`src/rtl/pkg_cpu.sv`:
```
// -----------------------------------------------------------------------------
// pkg_cpu
// Shared CPU-side definitions: access-size encoding, address width, and the
// types used by the memory bus controller (FSM state enum and the request
// record that travels through the skid buffer onto the memory bus).
// -----------------------------------------------------------------------------
package pkg_cpu;

    // Data access size as seen by the core and tb_memory
    localparam logic cpu_data_acc_sz_8  = 1'b0;
    localparam logic cpu_data_acc_sz_16 = 1'b1;

    // Byte address is cpu_addr_msb_pos+1 bits wide
    localparam int cpu_addr_msb_pos = 15;

    typedef enum logic [1:0] {
        MC_IDLE    = 2'd0,
        MC_DRIVE   = 2'd1,
        MC_CAPTURE = 2'd2,
        MC_RESP    = 2'd3
    } mem_ctrl_state_t;

    typedef struct packed {
        logic [cpu_addr_msb_pos:0] addr;
        logic [15:0]               wdata;
        logic                      sz;
        logic                      we;
    } mem_req_t;

endpackage

```
`src/rtl/cpu_mem_bus_ctrl_if.sv`:
```
// -----------------------------------------------------------------------------
// cpu_mem_bus_ctrl_if
// Bundles the three channels of the memory bus controller:
//   request  : req_valid/req_ready, req_addr, req_wdata, req_sz, req_we
//   response : rsp_valid/rsp_ready, rsp_rdata, rsp_was_write
//   memory   : mem_addr, mem_wdata, mem_sz, mem_we, mem_rdata
// Modports:
//   slave  - the controller (accepts requests, drives the memory bus)
//   master - the environment (core on the request side, memory on mem_*)
// -----------------------------------------------------------------------------
interface cpu_mem_bus_ctrl_if;
    import pkg_cpu::*;

    logic                      req_valid;
    logic                      req_ready;
    logic [cpu_addr_msb_pos:0] req_addr;
    logic [15:0]               req_wdata;
    logic                      req_sz;
    logic                      req_we;

    logic                      rsp_valid;
    logic                      rsp_ready;
    logic [15:0]               rsp_rdata;
    logic                      rsp_was_write;

    logic [cpu_addr_msb_pos:0] mem_addr;
    logic [15:0]               mem_wdata;
    logic                      mem_sz;
    logic                      mem_we;
    logic [15:0]               mem_rdata;

    modport slave (
        input  req_valid, req_addr, req_wdata, req_sz, req_we,
        output req_ready,
        output rsp_valid, rsp_rdata, rsp_was_write,
        input  rsp_ready,
        output mem_addr, mem_wdata, mem_sz, mem_we,
        input  mem_rdata
    );

    modport master (
        output req_valid, req_addr, req_wdata, req_sz, req_we,
        input  req_ready,
        input  rsp_valid, rsp_rdata, rsp_was_write,
        output rsp_ready,
        input  mem_addr, mem_wdata, mem_sz, mem_we,
        output mem_rdata
    );

endinterface

```
`src/rtl/mem_req_skid.sv`:
```
// -----------------------------------------------------------------------------
// mem_req_skid
// One-entry holding register for a mem_req_t with a full flag.
// Ports:
//   clk, reset  - clock, synchronous active-high reset
//   push        - store push_data (entry becomes full)
//   pop         - release the entry (ignored when push is also set, since the
//                 new data replaces the old one)
//   push_data   - request to store
//   head        - stored request
//   full        - entry currently holds a request
//   full_next   - value full will take after this edge, so the owner can
//                 register its ready/busy outputs without a cycle of lag
// -----------------------------------------------------------------------------
module mem_req_skid
    import pkg_cpu::*;
(
    input  logic     clk,
    input  logic     reset,
    input  logic     push,
    input  logic     pop,
    input  mem_req_t push_data,
    output mem_req_t head,
    output logic     full,
    output logic     full_next
);

    mem_req_t data_q, data_d;
    logic     full_q, full_d;

    always_comb begin
        data_d = data_q;
        full_d = full_q;
        if (push) begin
            data_d = push_data;
            full_d = 1'b1;
        end else if (pop) begin
            full_d = 1'b0;
        end
    end

    always_ff @(posedge clk) begin
        if (reset) begin
            data_q <= '0;
            full_q <= 1'b0;
        end else begin
            data_q <= data_d;
            full_q <= full_d;
        end
    end

    assign head      = data_q;
    assign full      = full_q;
    assign full_next = full_d;

endmodule

```
`src/rtl/cpu_mem_bus_ctrl.sv`:
```
// -----------------------------------------------------------------------------
// cpu_mem_bus_ctrl
// Memory access controller between the core's load/store/fetch port and
// tb_memory. One request is in flight at a time; it is held on mem_* for
// HOLD_CYCLES edges so that at least one of tb_memory's alternate-edge access
// slots sees it, then read data (or write completion) is returned on the
// response channel. A one-entry skid lets the core post the next request
// while the current one is in flight.
// Ports:
//   clk    - memory clock (shared with tb_memory)
//   reset  - synchronous, active-high
//   bus    - cpu_mem_bus_ctrl_if.slave (request, response, memory channels)
//   busy   - controller not idle or skid holding a request
// All outputs are registered.
// -----------------------------------------------------------------------------
module cpu_mem_bus_ctrl
    import pkg_cpu::*;
#(
    parameter int HOLD_CYCLES = 2
) (
    input  logic              clk,
    input  logic              reset,
    cpu_mem_bus_ctrl_if.slave bus,
    output logic              busy
);

    // tb_memory only accepts on every other edge, so a one-edge hold can
    // miss its slot entirely.
    generate
        if (HOLD_CYCLES < 2) begin : g_hold_check
            $error("cpu_mem_bus_ctrl: HOLD_CYCLES must be >= 2, got %0d", HOLD_CYCLES);
        end
    endgenerate

    localparam int            CW       = (HOLD_CYCLES < 2) ? 1 : $clog2(HOLD_CYCLES);
    localparam logic [CW-1:0] CNT_LOAD = CW'(HOLD_CYCLES - 1);

    mem_ctrl_state_t state_q, state_d;
    logic [CW-1:0]   cnt_q, cnt_d;
    mem_req_t        mem_req_q, mem_req_d;
    logic            cur_we_q, cur_we_d;       // we of the active request; mem_we drops before capture
    logic            req_ready_q, req_ready_d;
    logic            rsp_valid_q, rsp_valid_d;
    logic [15:0]     rsp_rdata_q, rsp_rdata_d;
    logic            rsp_was_write_q, rsp_was_write_d;
    logic            busy_q, busy_d;

    mem_req_t        in_req;
    mem_req_t        skid_head;
    logic            skid_push, skid_pop, skid_full, skid_full_next;
    logic            accept, rsp_hs;

    assign in_req = '{addr: bus.req_addr, wdata: bus.req_wdata, sz: bus.req_sz, we: bus.req_we};
    assign accept = bus.req_valid & req_ready_q;
    assign rsp_hs = rsp_valid_q & bus.rsp_ready;

    mem_req_skid u_skid (
        .clk       (clk),
        .reset     (reset),
        .push      (skid_push),
        .pop       (skid_pop),
        .push_data (in_req),
        .head      (skid_head),
        .full      (skid_full),
        .full_next (skid_full_next)
    );

    always_comb begin
        state_d         = state_q;
        cnt_d           = cnt_q;
        mem_req_d       = mem_req_q;
        cur_we_d        = cur_we_q;
        rsp_valid_d     = rsp_valid_q;
        rsp_rdata_d     = rsp_rdata_q;
        rsp_was_write_d = rsp_was_write_q;
        skid_push       = 1'b0;
        skid_pop        = 1'b0;

        case (state_q)
            MC_IDLE: begin
                if (accept) begin
                    mem_req_d = in_req;
                    cur_we_d  = in_req.we;
                    cnt_d     = CNT_LOAD;
                    state_d   = MC_DRIVE;
                end
            end

            MC_DRIVE: begin
                skid_push = accept;
                if (cnt_q == '0) begin
                    // Address/size stay put; only the write strobe retires
                    mem_req_d.we = 1'b0;
                    state_d      = MC_CAPTURE;
                end else begin
                    cnt_d = cnt_q - CW'(1);
                end
            end

            MC_CAPTURE: begin
                skid_push       = accept;
                rsp_valid_d     = 1'b1;
                rsp_was_write_d = cur_we_q;
                if (cur_we_q) begin
                    rsp_rdata_d = 16'h0000;
                end else if (mem_req_q.sz == cpu_data_acc_sz_8) begin
                    rsp_rdata_d = {8'h00, bus.mem_rdata[7:0]};
                end else begin
                    rsp_rdata_d = bus.mem_rdata;
                end
                state_d = MC_RESP;
            end

            MC_RESP: begin
                if (rsp_hs) begin
                    rsp_valid_d = 1'b0;
                    if (skid_full) begin
                        // req_ready is low while the skid is full, so no
                        // new request can arrive on this edge
                        skid_pop  = 1'b1;
                        mem_req_d = skid_head;
                        cur_we_d  = skid_head.we;
                        cnt_d     = CNT_LOAD;
                        state_d   = MC_DRIVE;
                    end else if (accept) begin
                        // Request arriving with the handshake goes straight
                        // onto the bus instead of parking in the skid
                        mem_req_d = in_req;
                        cur_we_d  = in_req.we;
                        cnt_d     = CNT_LOAD;
                        state_d   = MC_DRIVE;
                    end else begin
                        state_d = MC_IDLE;
                    end
                end else begin
                    skid_push = accept;
                end
            end

            default: state_d = MC_IDLE;
        endcase

        req_ready_d = (state_d == MC_IDLE) | ~skid_full_next;
        busy_d      = (state_d != MC_IDLE) | skid_full_next;
    end

    always_ff @(posedge clk) begin
        if (reset) begin
            state_q         <= MC_IDLE;
            cnt_q           <= '0;
            mem_req_q       <= '0;
            cur_we_q        <= 1'b0;
            req_ready_q     <= 1'b1;
            rsp_valid_q     <= 1'b0;
            rsp_rdata_q     <= 16'h0000;
            rsp_was_write_q <= 1'b0;
            busy_q          <= 1'b0;
        end else begin
            state_q         <= state_d;
            cnt_q           <= cnt_d;
            mem_req_q       <= mem_req_d;
            cur_we_q        <= cur_we_d;
            req_ready_q     <= req_ready_d;
            rsp_valid_q     <= rsp_valid_d;
            rsp_rdata_q     <= rsp_rdata_d;
            rsp_was_write_q <= rsp_was_write_d;
            busy_q          <= busy_d;
        end
    end

    assign bus.req_ready     = req_ready_q;
    assign bus.rsp_valid     = rsp_valid_q;
    assign bus.rsp_rdata     = rsp_rdata_q;
    assign bus.rsp_was_write = rsp_was_write_q;
    assign bus.mem_addr      = mem_req_q.addr;
    assign bus.mem_wdata     = mem_req_q.wdata;
    assign bus.mem_sz        = mem_req_q.sz;
    assign bus.mem_we        = mem_req_q.we;
    assign busy              = busy_q;

endmodule
```
`src/flat_wrapper.sv`:
```
// flat-port wrapper written by rule: the top's interface ports become plain ports
module cpu_mem_bus_ctrl_flat import pkg_cpu::*;
#(
    parameter int HOLD_CYCLES = 2
)
  (clk, reset, busy, bus_req_valid, bus_req_addr, bus_req_wdata, bus_req_sz, bus_req_we, bus_req_ready, bus_rsp_valid, bus_rsp_rdata, bus_rsp_was_write, bus_rsp_ready, bus_mem_addr, bus_mem_wdata, bus_mem_sz, bus_mem_we, bus_mem_rdata);
  cpu_mem_bus_ctrl_if bus_i ();
  input  logic clk;
  input  logic reset;
  output logic busy;
  input wire logic [$bits(bus_i.req_valid)-1:0] bus_req_valid;
  input wire logic [$bits(bus_i.req_addr)-1:0] bus_req_addr;
  input wire logic [$bits(bus_i.req_wdata)-1:0] bus_req_wdata;
  input wire logic [$bits(bus_i.req_sz)-1:0] bus_req_sz;
  input wire logic [$bits(bus_i.req_we)-1:0] bus_req_we;
  output wire logic [$bits(bus_i.req_ready)-1:0] bus_req_ready;
  output wire logic [$bits(bus_i.rsp_valid)-1:0] bus_rsp_valid;
  output wire logic [$bits(bus_i.rsp_rdata)-1:0] bus_rsp_rdata;
  output wire logic [$bits(bus_i.rsp_was_write)-1:0] bus_rsp_was_write;
  input wire logic [$bits(bus_i.rsp_ready)-1:0] bus_rsp_ready;
  output wire logic [$bits(bus_i.mem_addr)-1:0] bus_mem_addr;
  output wire logic [$bits(bus_i.mem_wdata)-1:0] bus_mem_wdata;
  output wire logic [$bits(bus_i.mem_sz)-1:0] bus_mem_sz;
  output wire logic [$bits(bus_i.mem_we)-1:0] bus_mem_we;
  input wire logic [$bits(bus_i.mem_rdata)-1:0] bus_mem_rdata;
  assign bus_i.req_valid = bus_req_valid;
  assign bus_i.req_addr = bus_req_addr;
  assign bus_i.req_wdata = bus_req_wdata;
  assign bus_i.req_sz = bus_req_sz;
  assign bus_i.req_we = bus_req_we;
  assign bus_req_ready = bus_i.req_ready;
  assign bus_rsp_valid = bus_i.rsp_valid;
  assign bus_rsp_rdata = bus_i.rsp_rdata;
  assign bus_rsp_was_write = bus_i.rsp_was_write;
  assign bus_i.rsp_ready = bus_rsp_ready;
  assign bus_mem_addr = bus_i.mem_addr;
  assign bus_mem_wdata = bus_i.mem_wdata;
  assign bus_mem_sz = bus_i.mem_sz;
  assign bus_mem_we = bus_i.mem_we;
  assign bus_i.mem_rdata = bus_mem_rdata;
  cpu_mem_bus_ctrl #(.HOLD_CYCLES(HOLD_CYCLES)) u_core (.clk(clk), .reset(reset), .bus(bus_i), .busy(busy));
endmodule
```
`config.mk`:
```
export PLATFORM = sky130hd
export DESIGN_NAME = cpu_mem_bus_ctrl_flat
export DESIGN_NICKNAME = d
export VERILOG_FILES = /design/src/rtl/pkg_cpu.sv /design/src/rtl/cpu_mem_bus_ctrl_if.sv /design/src/rtl/mem_req_skid.sv /design/src/rtl/cpu_mem_bus_ctrl.sv /design/src/flat_wrapper.sv
export SDC_FILE = /design/constraint.sdc
export NUM_CORES = 1
export LEC_CHECK = 0
export ABC_AREA = 1
export BUFFER_PORTS_ARGS = -buffer_cell sky130_fd_sc_hd__clkbuf_2
export CAP_MARGIN = 25
export CORE_ASPECT_RATIO = 0.5
export CORE_UTILIZATION = 52
export DETAILED_ROUTE_END_ITERATION = 10
export PLACE_DENSITY_LB_ADDON = 0.3
export RECOVER_POWER = 25
export SYNTH_ARGS = -nofsm -noshare
export SYNTH_HDL_FRONTEND = slang
export SYNTH_SLANG_ARGS = --single-unit
```
`constraint.sdc`:
```
create_clock -name clk -period 1.73 [get_ports clk]
set_input_delay 0.2595 -clock clk [delete_from_list [all_inputs] [get_ports clk]]
set_output_delay 0.2595 -clock clk [all_outputs]
set_load 0.03 [all_outputs]
```
After elaboration in Yosys (flattened, before gate mapping)
Index checks and enable logic that the tools add are counted.
Storage, ports and cells
  bits in registers: 93
  bits of input ports: 54
  output and inout bits: 54
  logic and storage cells: 71
Cells by class
  add/subtract/negate cells: 1
  equality and inequality tests: 5
  muxes and demuxes: 32
  bitwise gates (word level): 5
  reduce and logical (&&, ||, !) cells: 11
Operators by type and width (number)
  2-to-1 mux 34 bit: 3
  case mux 33 bit (2 select lines): 1
  2-to-1 mux 16 bit: 2
  2-to-1 mux 1 bit: 17
  case mux 2 bit (4 select lines): 1
  2-to-1 mux 2 bit: 3
  case mux 1 bit (2 select lines): 3
  case mux 1 bit (3 select lines): 2
  AND reduction 2 bit: 3
  nonzero test 2 bit: 3
  == test 2 bit (second input constant): 2
  zero test 2 bit: 2
  AND reduction 3 bit: 1
  nonzero test 3 bit: 1
  AND 1 bit: 2
  == test 2 x 1 -> 1 bit (second input constant): 1
  != test 2 x 1 -> 1 bit (second input constant): 1
  != test 2 bit (second input constant): 1
  OR 1 bit: 2
  OR reduction 2 bit: 1
  NOT 1 bit: 1
  subtractor 1 bit (second input constant): 1

Longest topological paths before layout
Gate-level depths: netlist (run 1).
  word-level depth: 7
  depth in mapped cells: 9
  gate-level depth less buffers: 9

Cells and area by module
From an unflattened synthesis (run 1), not the netlist that was laid out.
Unflattened totals
  cell total of the unflattened synthesis: 487
  area total of the unflattened synthesis: 3905.0 um^2
By module, submodules not included
  cpu_mem_bus_ctrl: instances 1, cells each 335, area an instance 2680.1 um^2, sequential area each 1161.1 um^2
  mem_req_skid: instances 1, cells each 152, area an instance 1224.9 um^2, sequential area each 700.7 um^2

Worst setup path after synthesis (run 1)
No wires, ideal clock.
  path kind: reg-to-reg
  start point: reg u_core.state_q[1]
  end point: reg u_core.mem_req_q (netlist bit u_core.bus.mem_addr[10])
  library setup time: 0.116 ns
  arrival time: 1.283 ns
  required time: 1.614 ns
  path slack: 0.331 ns
  cell stages (with the launch flop): 8
  path buffers: 1
  clock period less this slack: 1.399 ns
  cells stage by stage: dfxtp_1 ha_1 nand3_1 nand2_2 nand2_4 clkbuf_2 o21ai_0 nor2_1
On the way
  longest elaborated chain between the ends: 3
  elaborated cells between the ends (all ways): 6
  those cells by class: 2 x eq/ne; 1 x mux; 3 x reduce/logical
Ends and longest elaborated chain
  start: declaration: line cpu_mem_bus_ctrl.sv:38  | mem_ctrl_state_t state_q, state_d;
  start signal: assignment: line cpu_mem_bus_ctrl.sv:159  | state_q <= state_d;
  == test 2 bit / zero test 2 bit (equally long branches): line cpu_mem_bus_ctrl.sv:79  | case (state_q)
  != test 2 x 1 -> 1 bit (no line) / nonzero test 2 bit (equally long branches)
  AND reduction 2 bit (no line)
  end signal: assignment: line cpu_mem_bus_ctrl.sv:161  | mem_req_q <= mem_req_d;
  end: declaration: line cpu_mem_bus_ctrl.sv:40  | mem_req_t mem_req_q, mem_req_d;
Several ways; a longest one is shown, not always the timed one.
A chain may end at the register's enable or synchronous reset.

Worst setup path after layout (run 1)
  start point: reg u_core.state_q[0]
  end point: reg u_core.mem_req_q (netlist bit u_core.bus.mem_addr[11])
The elaborated chain is that of the path after synthesis.

==> metrics.md, run 1 <==
| Metric | Value |
|---|---|
| Status | `completed` |
| FILL cells | `between 600 and 700` |
| Minimum clock period | `approximately 1.6 ns` |
| Detailed Routing Iterations Pass 1 | `4` |
| Post-CTS Setup Inserts | `0` |
| DP Worst Slack | `just over 0.08 ns` |
| WL final | `between 8000 and 9000 um` |
| Clock buffer count from CTS | `9` |
| CP bufs+invs | `2` |
| Largest net degree at the start of global routing | `74` |
| Vias | `3576` |
| Yosys top cell by area | `dfxtp_1` |
| Compound-Gate Fraction of Synth Area | `0.219` |
| Max Root-Sink Buffers | `2` |
| Critical path's largest stage delay | `between 0.3 and 0.4 ns` |
| Slowest cell on crit path | `dfxtp_2` |
| Hold Path Class | `input port to flip-flop` |
| CORE AREA | `~6900 sq um` |
| FF+latch area | `1860 sq um` |
| EDFF count, synth | `0` |
| Critical path cell sequence | `inv_1 > ha_2 > nand2_1 > nand2_2 > nand2_4 > buf_12 > o21ai_0 > nor2_1` |
| Lkg Pwr | `about 2.0 nW` |
| Initial antenna violation count | `1` |
| Finished Layout Cells | `slightly above 700` |
| Yosys reg bits | `between 90 and 100` |
| Mapped Cells | `between 500 and 600` |
| Clock-pin slew on the worst setup and hold paths | `~0.06 ns` |
| TritonCTS clock tree | `yes` |
| Synth-to-Final Area Change | `21.6%` |
| Adder-Cell Fraction of Synth Area | `0.0131` |
| Final Slew Violations | `0` |
| First-pass GRT wire length | `roughly 14000 um` |
| Final setup viols | `0` |
| Post-cts sizing count | `0` |
| Setup TNS | `0 ns` |
| Vert. Die Dim | `62.6 um` |
| Max-cap violation count | `0` |
| Worst slew pin tran | `approximately 0.40 ns` |
| Top cell type's share of synthesized area | `0.487` |
| Worst Skew | `slightly above 0.007 ns` |
| Synth Area in Simple Gates | `0.180` |
| Critical Path RT | `1.95 ns` |
| Xor/xnor share of the synthesized area | `0` |
| Most common cell after layout, fill and taps aside | `dfxtp_1` |
| DRC | `0` |
| Maximum fanout along the worst path | `22` |
| Max layer used | `met5` |
| Ys flop type | `dfxtp_1` |
| Startpoint Class | `flip-flop` |
| R2R setup slack | `0.15 ns` |
| Vias in the first global route | `3195` |
| Drt first-iter violations | `224` |
| PortBufs | `between 100 and 150` |
| Clock sinks | `93` |
| Maximum vdd drop | `866 uV` |
| Diodes inserted | `0` |
| Chip width | `between 100 and 150 um` |
| Synth Net Count | `571` |
| Met1 Wirelength | `around 3900 um` |
| Worst EP arrival | `1.80 ns` |
| Final period util | `0.914` |
| DP HPWL | `5640 um` |
| Final Worst Setup Slack | `approximately 0.15 ns` |
| Met2 WL post-DR | `3730 um` |
| Met3 wire length | `586 um` |
| Post-Syn Area per Cell | `around 7.4 sq um` |
| Die ar. | `just under 8000 sq um` |
| Pwr dens | `1710 nW/um^2` |
| Yosys warns | `0` |
| Crit end category | `flip-flop` |
| Final Hold Viols | `0` |
| Synthesized cell area | `roughly 3800 sq um` |
| Crit Path Class | `flip-flop to flip-flop` |
| Unrepaired setup endpoints after global routing | `false` |
| Wire per inst | `~12 um` |
| Top cells by area, synth | `dfxtp_1, o21ai_0, nand2_1` |
| Commonest non-fill, non-tap cells in the layout | `dfxtp_1, o21ai_0, nand2_1, nor2_1, clkbuf_2` |
| Detail Route Antenna Nets | `0` |
| Multi-input gate area | `between 1500 and 2000 sq um` |
| Post-CTS Hold Buffers | `0` |
| # IOs | `about 110` |
| Largest family of logic cells by synthesized area | `compound AO/OA/AOI/OAI gates` |
| Num rows | `21` |
| Worst-Skew Late Latency | `0.33 ns` |
| Max_slew headroom | `0.733` |
| Post-synthesis sequential area ratio | `0.487` |
| Synth cell types | `26` |
| All-Layer GR Usage | `0.226` |
| Via/cell ratio | `between 5 and 6` |
| Number of H-tree levels | `3` |
| Share of layout cells above drive strength 1 | `0.184` |
| Starting Density | `0.555` |
| Gpl congestion | `between 0.8 and 0.9` |
| Asr flop ratio synth | `0` |
| Grt ovf | `0` |
| Max Freq | `0.633 GHz` |
| Mux cell area share after synthesis | `0` |
| Nets@finish | `~670` |
| Placed Instances | `690` |
| Largest delay share family, worst path | `simple AND/OR/NAND/NOR gates` |
| Root Buffer | `clkbuf_16` |
## worst paths after layout
kind | start | to | cells past startpoint
max | u_core.state_q[0]$_SDFF_PP0_ | u_core.bus.mem_addr[11]$_SDFFE_PP0P_ | 8
min reg2reg | u_core.u_skid.head[9]$_SDFFE_PP0P_ | u_core.u_skid.head[9]$_SDFFE_PP0P_ | 2
max reg2reg | u_core.state_q[0]$_SDFF_PP0_ | u_core.bus.mem_addr[11]$_SDFFE_PP0P_ | 8
min | bus_mem_rdata[2] | u_core.bus.rsp_rdata[2]$_SDFFE_PP0P_ | 3
## cell usage after synthesis, types with 2 or more instances
| cell type | number |
|---|---|
| clkbuf_2 | 3 |
| buf_2 | 8 |
| o21ai_2 | 3 |
| nand2_1 | 74 |
| nor2_1 | 74 |
| dfxtp_1 | 93 |
| inv_2 | 2 |
| buf_6 | 8 |
| a21oi_1 | 55 |
| inv_1 | 45 |
| o21ai_0 | 89 |
| ha_1 | 4 |
| buf_1 | 2 |
| o21ai_1 | 15 |
| nand3_1 | 15 |
| clkbuf_1 | 10 |
| nand2_2 | 4 |
## per-stage QoR
step	hold slack, ns	area, sq um	total power, mW	utilization
6_report	0.152	4650	7.93	0.675
5_1_grt	0.156	4650	8.49	0.675
4_1_cts	0.146	4670	8.02	0.678
3_5_place_dp	0.438	4390	6.20	0.637
3_3_place_gp	0.433	4390	6.13	0.637
2_1_floorplan	0.402	3820	5.43	-
## layout make-up
cell class | count | area share
Sequential cell | 93 | 0.401
Multi-Input combinational cell | 339 | 0.342
Tap cell | 92 | 0.0248
Timing Repair Buffer | 117 | 0.131
Inverter | 49 | 0.0407
Clock buffer | 13 | 0.0560
Clock inverter | 3 | 0.00431
## logic make-up (layout without fill, tap and decap cells)
| group | after synthesis | in the layout |
|---|---|---|
| AND/OR/NAND/NOR | 171 | 171 |
| AO/OA/AOI/OAI | 164 | 164 |
| flip-flops | 93 | 93 |
| buffers and inverters | 81 | 182 |
| adder cells (fa/ha/maj) | 4 | 4 |
## layer usage
layer	vias up	global-route usage
li1	1854	-
met1	1594	0.275
met2	102	0.372
met3	24	0.0766
met4	2	0.0813
met5	-	0
## flip-flops by register name (all words and copies together) (netlist names)
register / count
u_core.bus.rsp_rdata: 16
u_core.bus.mem_wdata: 16
u_core.bus.mem_sz: 1
u_core.bus.rsp_valid: 1
u_core.cnt_q: 1
u_core.state_q: 2
u_core.bus.mem_addr: 16
u_core.bus.req_ready: 1
u_core.busy: 1
u_core.u_skid.full: 1
u_core.bus.mem_we: 1
u_core.cur_we_q: 1
u_core.u_skid.head: 34
u_core.bus.rsp_was_write: 1
## where the power goes
part | total, mW | internal (mW) | switching, mW
registers | 3.17 | 2.85 | 0.317
logic | 2.94 | 0.853 | 2.09
clock network | 1.82 | 1.05 | 0.769
## worst reg2reg max path: stages, from the launching register on
cell and delay (ns):
dfxtp_2 0.35, inv_1 0.11, ha_2 0.24, nand2_1 0.11, nand2_2 0.11, nand2_4 0.12, buf_12 0.19, o21ai_0 0.20
nor2_1 0.05
(Power assumes the default switching activity.)
==> inputs of run 2 (changes only) <==
==> constraint.sdc (replaced) <==
create_clock -name clk -period 1.73 [get_ports clk]
set_input_delay 0.2595 -clock clk [delete_from_list [all_inputs] [get_ports clk]]
set_output_delay 0.2595 -clock clk [all_outputs]
set_load 0.01 [all_outputs]
==> run 2 against run 1 <==
  * Flip-flop and latch count is the same
  * Setup slack gained 0.036 ns
  * Global-route usage shrank 0.11 points
  * Critical endpoint is now u_core.bus.mem_addr[8]$_SDFFE_PP0P_
  * Register-to-register slack gained 0.04 ns
  * Critical path depth is the same
  * Critical path type unchanged
  * Maximum frequency grew 2.3%
  * Largest cell class unchanged
  * Combinational power shrank 22%
  * Clock skew shrank 0.00079 ns
==> metrics.md, run 2 (synthesis results as in run 1) <==
| Metric | Value |
|---|---|
| Switching portion of total power | `0.338` |
| Worst slew pin tran | `between 0.3 and 0.4 ns` |
| DP HPWL | `around 5600 um` |
| Cell Area, Placed | `between 4000 and 5000 sq um` |
| Minimum clock period | `roughly 1.5 ns` |
| GR Util met2 | `0.364` |
| Root Buffer | `clkbuf_16` |
| Num rows | `21` |
| Initial antenna violation count | `0` |
| CP bufs+invs | `2` |
| Max_slew headroom | `0.745` |
| GR peak layer | `met2` |
| Max-cap violation count | `0` |
| Startpoint Class | `flip-flop` |
| Pwr dens | `1640 nW/um^2` |
| Final Hold Viols | `0` |
| Gpl congestion | `slightly below 0.9` |
| RR Startpoint | `u_core.state_q[0]$_SDFF_PP0_` |
| Sw power | `~2.6 mW` |
| First-pass GRT wire length | `between 10000 and 15000 um` |
| Crit Path Class | `flip-flop to flip-flop` |
| Clock sinks | `93` |
| Via/cell ratio | `about 5.0` |
| # IOs | `108` |
| Max Root-Sink Buffers | `2` |
| Worst Setup EP | `u_core.bus.mem_addr[8]$_SDFFE_PP0P_` |
| Vias in the first global route | `3068` |
| Max Freq | `between 0.6 and 0.7 GHz` |
| Share of layout cells above drive strength 1 | `0.184` |
| Final period util | `0.893` |
| Vert. Die Dim | `62.6 um` |
| Chip width | `approximately 120 um` |
| Status | `completed` |
| CORE AREA | `6880 sq um` |
| Unrepaired setup endpoints after global routing | `false` |
| Final Cell Area | `between 4000 and 5000 sq um` |
| Worst Skew | `around 0.0065 ns` |
| Largest net degree at the start of global routing | `between 70 and 80` |
| Hold Path Class | `input port to flip-flop` |
| Detailed Routing Iterations Pass 1 | `5` |
| Largest delay share family, worst path | `simple AND/OR/NAND/NOR gates` |
| Final Slew Violations | `0` |
| Maximum fanout along the worst path | `22` |
| R2R setup slack | `~0.19 ns` |
| Crit end category | `flip-flop` |
| M1 GR Usage | `0.276` |
| R2R cell count | `8` |
| Placed Instances | `between 600 and 700` |
| Worst EP arrival | `~1.8 ns` |
| Drt first-iter violations | `roughly 240` |
| Clock share of power | `0.287` |
| Critical Path RT | `roughly 2 ns` |
| Finished Layout Cells | `between 700 and 800` |
| Number of H-tree levels | `3` |
| Nets@finish | `~670` |
| WL final | `8410 um` |
| Fin util | `0.682` |
| GR Util met3 | `0.0885` |
| Detail Route Antenna Nets | `0` |
| TritonCTS clock tree | `yes` |
| Post-CTS Setup Inserts | `0` |
| Post-CTS Hold Buffers | `0` |
| CP Depth | `8` |
| Slowest cell on crit path | `dfxtp_2` |
| Worst-Skew Late Latency | `roughly 0.34 ns` |
| Synth-to-Final Area Change | `22.8%` |
| Most common cell after layout, fill and taps aside | `dfxtp_1` |
| Combinational Power Share | `0.298` |
| Final setup viols | `0` |
| Critical path's largest stage delay | `0.35 ns` |
| Clock-pin slew on the worst setup and hold paths | `about 0.06 ns` |
| Diodes inserted | `0` |
| Lkg Pwr | `about 2.0 nW` |
| Vias | `~3500` |
| Maximum vdd drop | `a little under 1000 uV` |
| Wire per inst | `around 12 um` |
| DRC | `0` |
| Setup TNS | `0 ns` |
| Starting Density | `0.555` |
| PortBufs | `about 110` |
| Critical path cell sequence | `inv_1 > ha_2 > nand2_1 > nand2_2 > nand2_4 > buf_12 > o21ai_0 > nor2_1` |
| Sequential power share | `0.415` |
| Die ar. | `approximately 7700 sq um` |
| Clock buffer count from CTS | `9` |
| Worst setup startpoint | `u_core.state_q[0]$_SDFF_PP0_` |
| All-Layer GR Usage | `0.225` |
| Int Power | `~5 mW` |
| Largest register FFs | `34` |
| FF-to-FF End | `u_core.bus.mem_addr[8]$_SDFFE_PP0P_` |
| Grt ovf | `0` |
| Commonest non-fill, non-tap cells in the layout | `dfxtp_1, o21ai_0, nand2_1, nor2_1, clkbuf_2` |
## run 2: cell count changes in the layout (fill, tap and decap cells not counted), sizes merged
cell      before  now
clkinvlp       2    0
clkbuf       120  116
clkinv         2    5
buf           10    9
bufinv         0    3
## run 2: what timing repair did
item | in CTS | in global routing
endpoints found under the setup margin | 0 | 33
resized for setup | 0 | 8
hold endpoints to repair | 0 | 0
## run 2: worst min-delay path, stage by stage
cell and delay, ns:
clkbuf_2 0.08, nand2_1 0.05, a21oi_1 0.05
## run 2: cell type report
cell class              instances  area (sq um)
inverters                      49           189
clock inverters                 7           114
fillers                       631          2190
repair buffers                116           596
well taps                      92           115
multi-input cells             339          1590
clock buffers                   9           225
flip-flops and latches         93          1860
## run 2: how the worst min path moves through the flow
stage | cells after the start | start | endpoint | slack, ns
floorplan | 2 | bus_mem_rdata[6] | u_core.bus.rsp_rdata[6]$_SDFFE_PP0P_ | 0.40
CTS | 3 | bus_mem_rdata[1] | u_core.bus.rsp_rdata[1]$_SDFFE_PP0P_ | 0.14
detailed placement | 2 | u_core.u_skid.head[9]$_SDFFE_PP0P_ | u_core.u_skid.head[9]$_SDFFE_PP0P_ | 0.44
global placement | 2 | u_core.u_skid.head[2]$_SDFFE_PP0P_ | u_core.u_skid.head[2]$_SDFFE_PP0P_ | 0.43
finish | 3 | bus_mem_rdata[1] | u_core.bus.rsp_rdata[1]$_SDFFE_PP0P_ | 0.15
global route | 3 | bus_mem_rdata[1] | u_core.bus.rsp_rdata[1]$_SDFFE_PP0P_ | 0.14
## run 2: power by group through the flow
| stage | registers (mW) | clock network [mW] | logic (mW) |
|---|---|---|---|
| 2_1_floorplan | 3.36 | 0 | 1.47 |
| 3_3_place_gp | 3.20 | 0 | 2.30 |
| 3_5_place_dp | 3.22 | 0 | 2.35 |
| 4_1_cts | 3.18 | 2.24 | 2.37 |
| 5_1_grt | 3.27 | 2.35 | 2.62 |
| 6_report | 3.19 | 2.20 | 2.29 |
## run 2: routing by layer
layer,wire length (um),vias up
met5,0,-
met4,86,0
met3,680,11
met2,3660,105
met1,3990,1577
li1,-,1850
## run 2: per-stage QoR
stage	power (mW)	hold WS (ns)	setup slack, ns
2_1_floorplan	4.82	0.402	0.346
5_1_grt	8.23	0.136	0.0125
4_1_cts	7.80	0.138	0.0335
6_report	7.69	0.147	0.186
3_3_place_gp	5.51	0.431	0.146
3_5_place_dp	5.57	0.439	0.0877
==> inputs of run 3 (changes only) <==
- ABC_AREA: 1 -> default
==> run 3 against run 2 <==
  * Register-to-register slack got worse by 0.11 ns
  * Critical endpoint is now u_core.bus.mem_addr[9]$_SDFFE_PP0P_
  * Largest power group is now combinational cells
  * Die area increased by 1.5%
  * Power increased by 9.5%
  * Cell area up 5.0%
  * Combinational power grew 54%
  * Synthesized cell count decreased by 8.0%
  * Hold slack worse by 0.0039 ns
==> metrics.md, run 3 <==
| Metric | Value |
|---|---|
| Critical Path RT | `slightly below 2 ns` |
| Yosys warns | `0` |
| Synthesized cell area | `a little under 4000 sq um` |
| Adder-Cell Fraction of Synth Area | `0.0129` |
| Largest family of logic cells by synthesized area | `simple AND/OR/NAND/NOR gates` |
| FILL cells | `slightly below 600` |
| Lkg Pwr | `1.94 nW` |
| Initial antenna violation count | `0` |
| Die ar. | `7830 sq um` |
| Fin util | `0.711` |
| Cell Area, Placed | `around 4500 sq um` |
| Max-cap violation count | `0` |
| Crit Path Class | `flip-flop to flip-flop` |
| Ys flop type | `dfxtp_1` |
| First-pass GRT wire length | `approximately 15000 um` |
| Yosys reg bits | `93` |
| Combinational Power Share | `0.418` |
| Post-synthesis sequential area ratio | `0.480` |
| Clock buffer count from CTS | `9` |
| CORE AREA | `between 6000 and 7000 sq um` |
| Worst Skew | `~0.0025 ns` |
| Synth Net Count | `530` |
| Maximum vdd drop | `~700 uV` |
| Switching portion of total power | `0.378` |
| Final Worst Setup Slack | `between 0.07 and 0.08 ns` |
| Worst EP arrival | `~1.9 ns` |
| Largest register FFs | `34` |
| Top-count cell post-synth | `nand2_1` |
| Clock sinks | `slightly above 90` |
| Minimum clock period | `1.66 ns` |
| Setup TNS | `0 ns` |
| Compound-Gate Fraction of Synth Area | `0.201` |
| Status | `completed` |
| Sequential power share | `0.371` |
| Hold Path Class | `input port to flip-flop` |
| Vias in the first global route | `3305` |
| Overall power | `between 8 and 9 mW` |
| Sw power | `3.19 mW` |
| Drt first-iter violations | `about 350` |
| Synth-to-Final Area Change | `27.0%` |
| Detail Route Antenna Nets | `0` |
| FF+latch area | `~1900 sq um` |
| Top cells by area, synth | `dfxtp_1, nand2_1, a21oi_1` |
| Max Root-Sink Buffers | `2` |
| Worst slew pin tran | `0.590 ns` |
| Most common cell after layout, fill and taps aside | `nand2_1` |
| Finished Layout Cells | `about 670` |
| Starting Density | `0.560` |
| Final Cell Area | `roughly 5000 sq um` |
| Commonest cells post-synth | `nand2_1, dfxtp_1, a21oi_1, nor2_1, nand3_1` |
| Chip width | `roughly 120 um` |
| Largest net degree at the start of global routing | `49` |
| Asr flop ratio synth | `0` |
| Placed Instances | `between 600 and 700` |
| Post-Syn Area per Cell | `approximately 8.2 sq um` |
| Vert. Die Dim | `around 63 um` |
| Final Hold Viols | `0` |
| Mapped Cells | `approximately 470` |
| Wire per inst | `roughly 15 um` |
| TritonCTS clock tree | `yes` |
| Via/cell ratio | `roughly 5.5` |
| Final period util | `0.957` |
| Diodes inserted | `0` |
| Yosys top cell by area | `dfxtp_1` |
| All-Layer GR Usage | `0.254` |
| Synth Area in Simple Gates | `0.245` |
| Pwr dens | `about 1700 nW/um^2` |
| Int Power | `~5.2 mW` |
| Commonest non-fill, non-tap cells in the layout | `nand2_1, dfxtp_1, clkbuf_2` |
| Synth cell types | `36` |
| Detailed Routing Iterations Pass 1 | `4` |
| Gpl congestion | `0.895` |
| Multi-input gate area | `about 1900 sq um` |
| Share of layout cells above drive strength 1 | `0.240` |
| Xor/xnor share of the synthesized area | `0` |
| PortBufs | `approximately 110` |
| Final Slew Violations | `0` |
| Vias | `between 3000 and 4000` |
| WHS | `about 0.14 ns` |
| Root Buffer | `clkbuf_16` |
| # IOs | `108` |
| EDFF count, synth | `0` |
| Startpoint Class | `flip-flop` |
| Number of H-tree levels | `3` |
| Mux cell area share after synthesis | `0.00548` |
| DP HPWL | `a little over 6000 um` |
| Max_slew headroom | `0.606` |
| DRC | `0` |
| Maximum fanout along the worst path | `12` |
| Clock share of power | `0.211` |
| Final setup viols | `0` |
| WL final | `between 10000 and 15000 um` |
| Clock-pin slew on the worst setup and hold paths | `0.06 ns` |
| DP Worst Slack | `-0.149 ns` |
| Crit end category | `flip-flop` |
| Grt ovf | `0` |
| Num rows | `21` |
| Top cell type's share of synthesized area | `0.480` |
| Max Freq | `between 0.6 and 0.7 GHz` |
| Nets@finish | `between 600 and 700` |
| Worst-Skew Late Latency | `0.34 ns` |
## run 3: critical path, stage by stage (launching register included)
cell	delay [ns]
dfxtp_4	0.37
ha_4	0.19
nand3_2	0.14
a22oi_2	0.25
buf_6	0.16
buf_4	0.14
buf_8	0.17
a311oi_2	0.11
## run 3: timing repair
action,CTS,global route
hold buffers,0,0
pin swaps,0,3
resized for setup,6,19
setup buffers,0,5
endpoints found under the setup margin,68,77
gates cloned,1,3
hold endpoints to repair,0,0
## run 3: logic make-up (layout without fill, tap and decap cells)
group / count (synthesis) / after routing
AOI/OAI and AO/OA: 106 / 106
adders and majority gates: 4 / 4
buffers and inverters: 46 / 154
DFF: 93 / 93
muxes: 2 / 2
and+or+nand+nor: 221 / 221
## run 3: power by group through the flow
stage	registers (mW)	clock network, mW	logic (mW)
floorplan	3.23	0	1.91
global placement	3.11	0	2.90
detailed placement	3.12	0	2.96
CTS	3.10	1.80	3.04
global route	3.19	1.91	3.85
finish	3.13	1.78	3.52
## run 3: final cells by class
type	count	area share
clock buffer	14	0.0515
clock inverter	1	0.00152
inverter	5	0.00381
multi-input combinational	333	0.383
sequential	93	0.379
tap	92	0.0234
timing repair buffer	134	0.157
## run 3: final timing paths
check                                                            end                          startpoint  slack (ns)  cells after the start
worst min-delay path            u_core.bus.rsp_rdata[0]$_SDFFE_PP0P_                    bus_mem_rdata[0]        0.14                      3
worst max-delay path             u_core.bus.mem_addr[9]$_SDFFE_PP0P_        u_core.state_q[1]$_SDFF_PP0_        0.07                      7
worst min register to register    u_core.u_skid.head[9]$_SDFFE_PP0P_  u_core.u_skid.head[9]$_SDFFE_PP0P_        0.46                      2
worst max register to register   u_core.bus.mem_addr[9]$_SDFFE_PP0P_        u_core.state_q[1]$_SDFF_PP0_        0.07                      7
## run 3: routing by layer
metal  share of wire  global-route usage
met2            0.47               0.415
met4           0.012              0.0714
met5               0                   0
met1            0.45               0.312
met3           0.065              0.0951
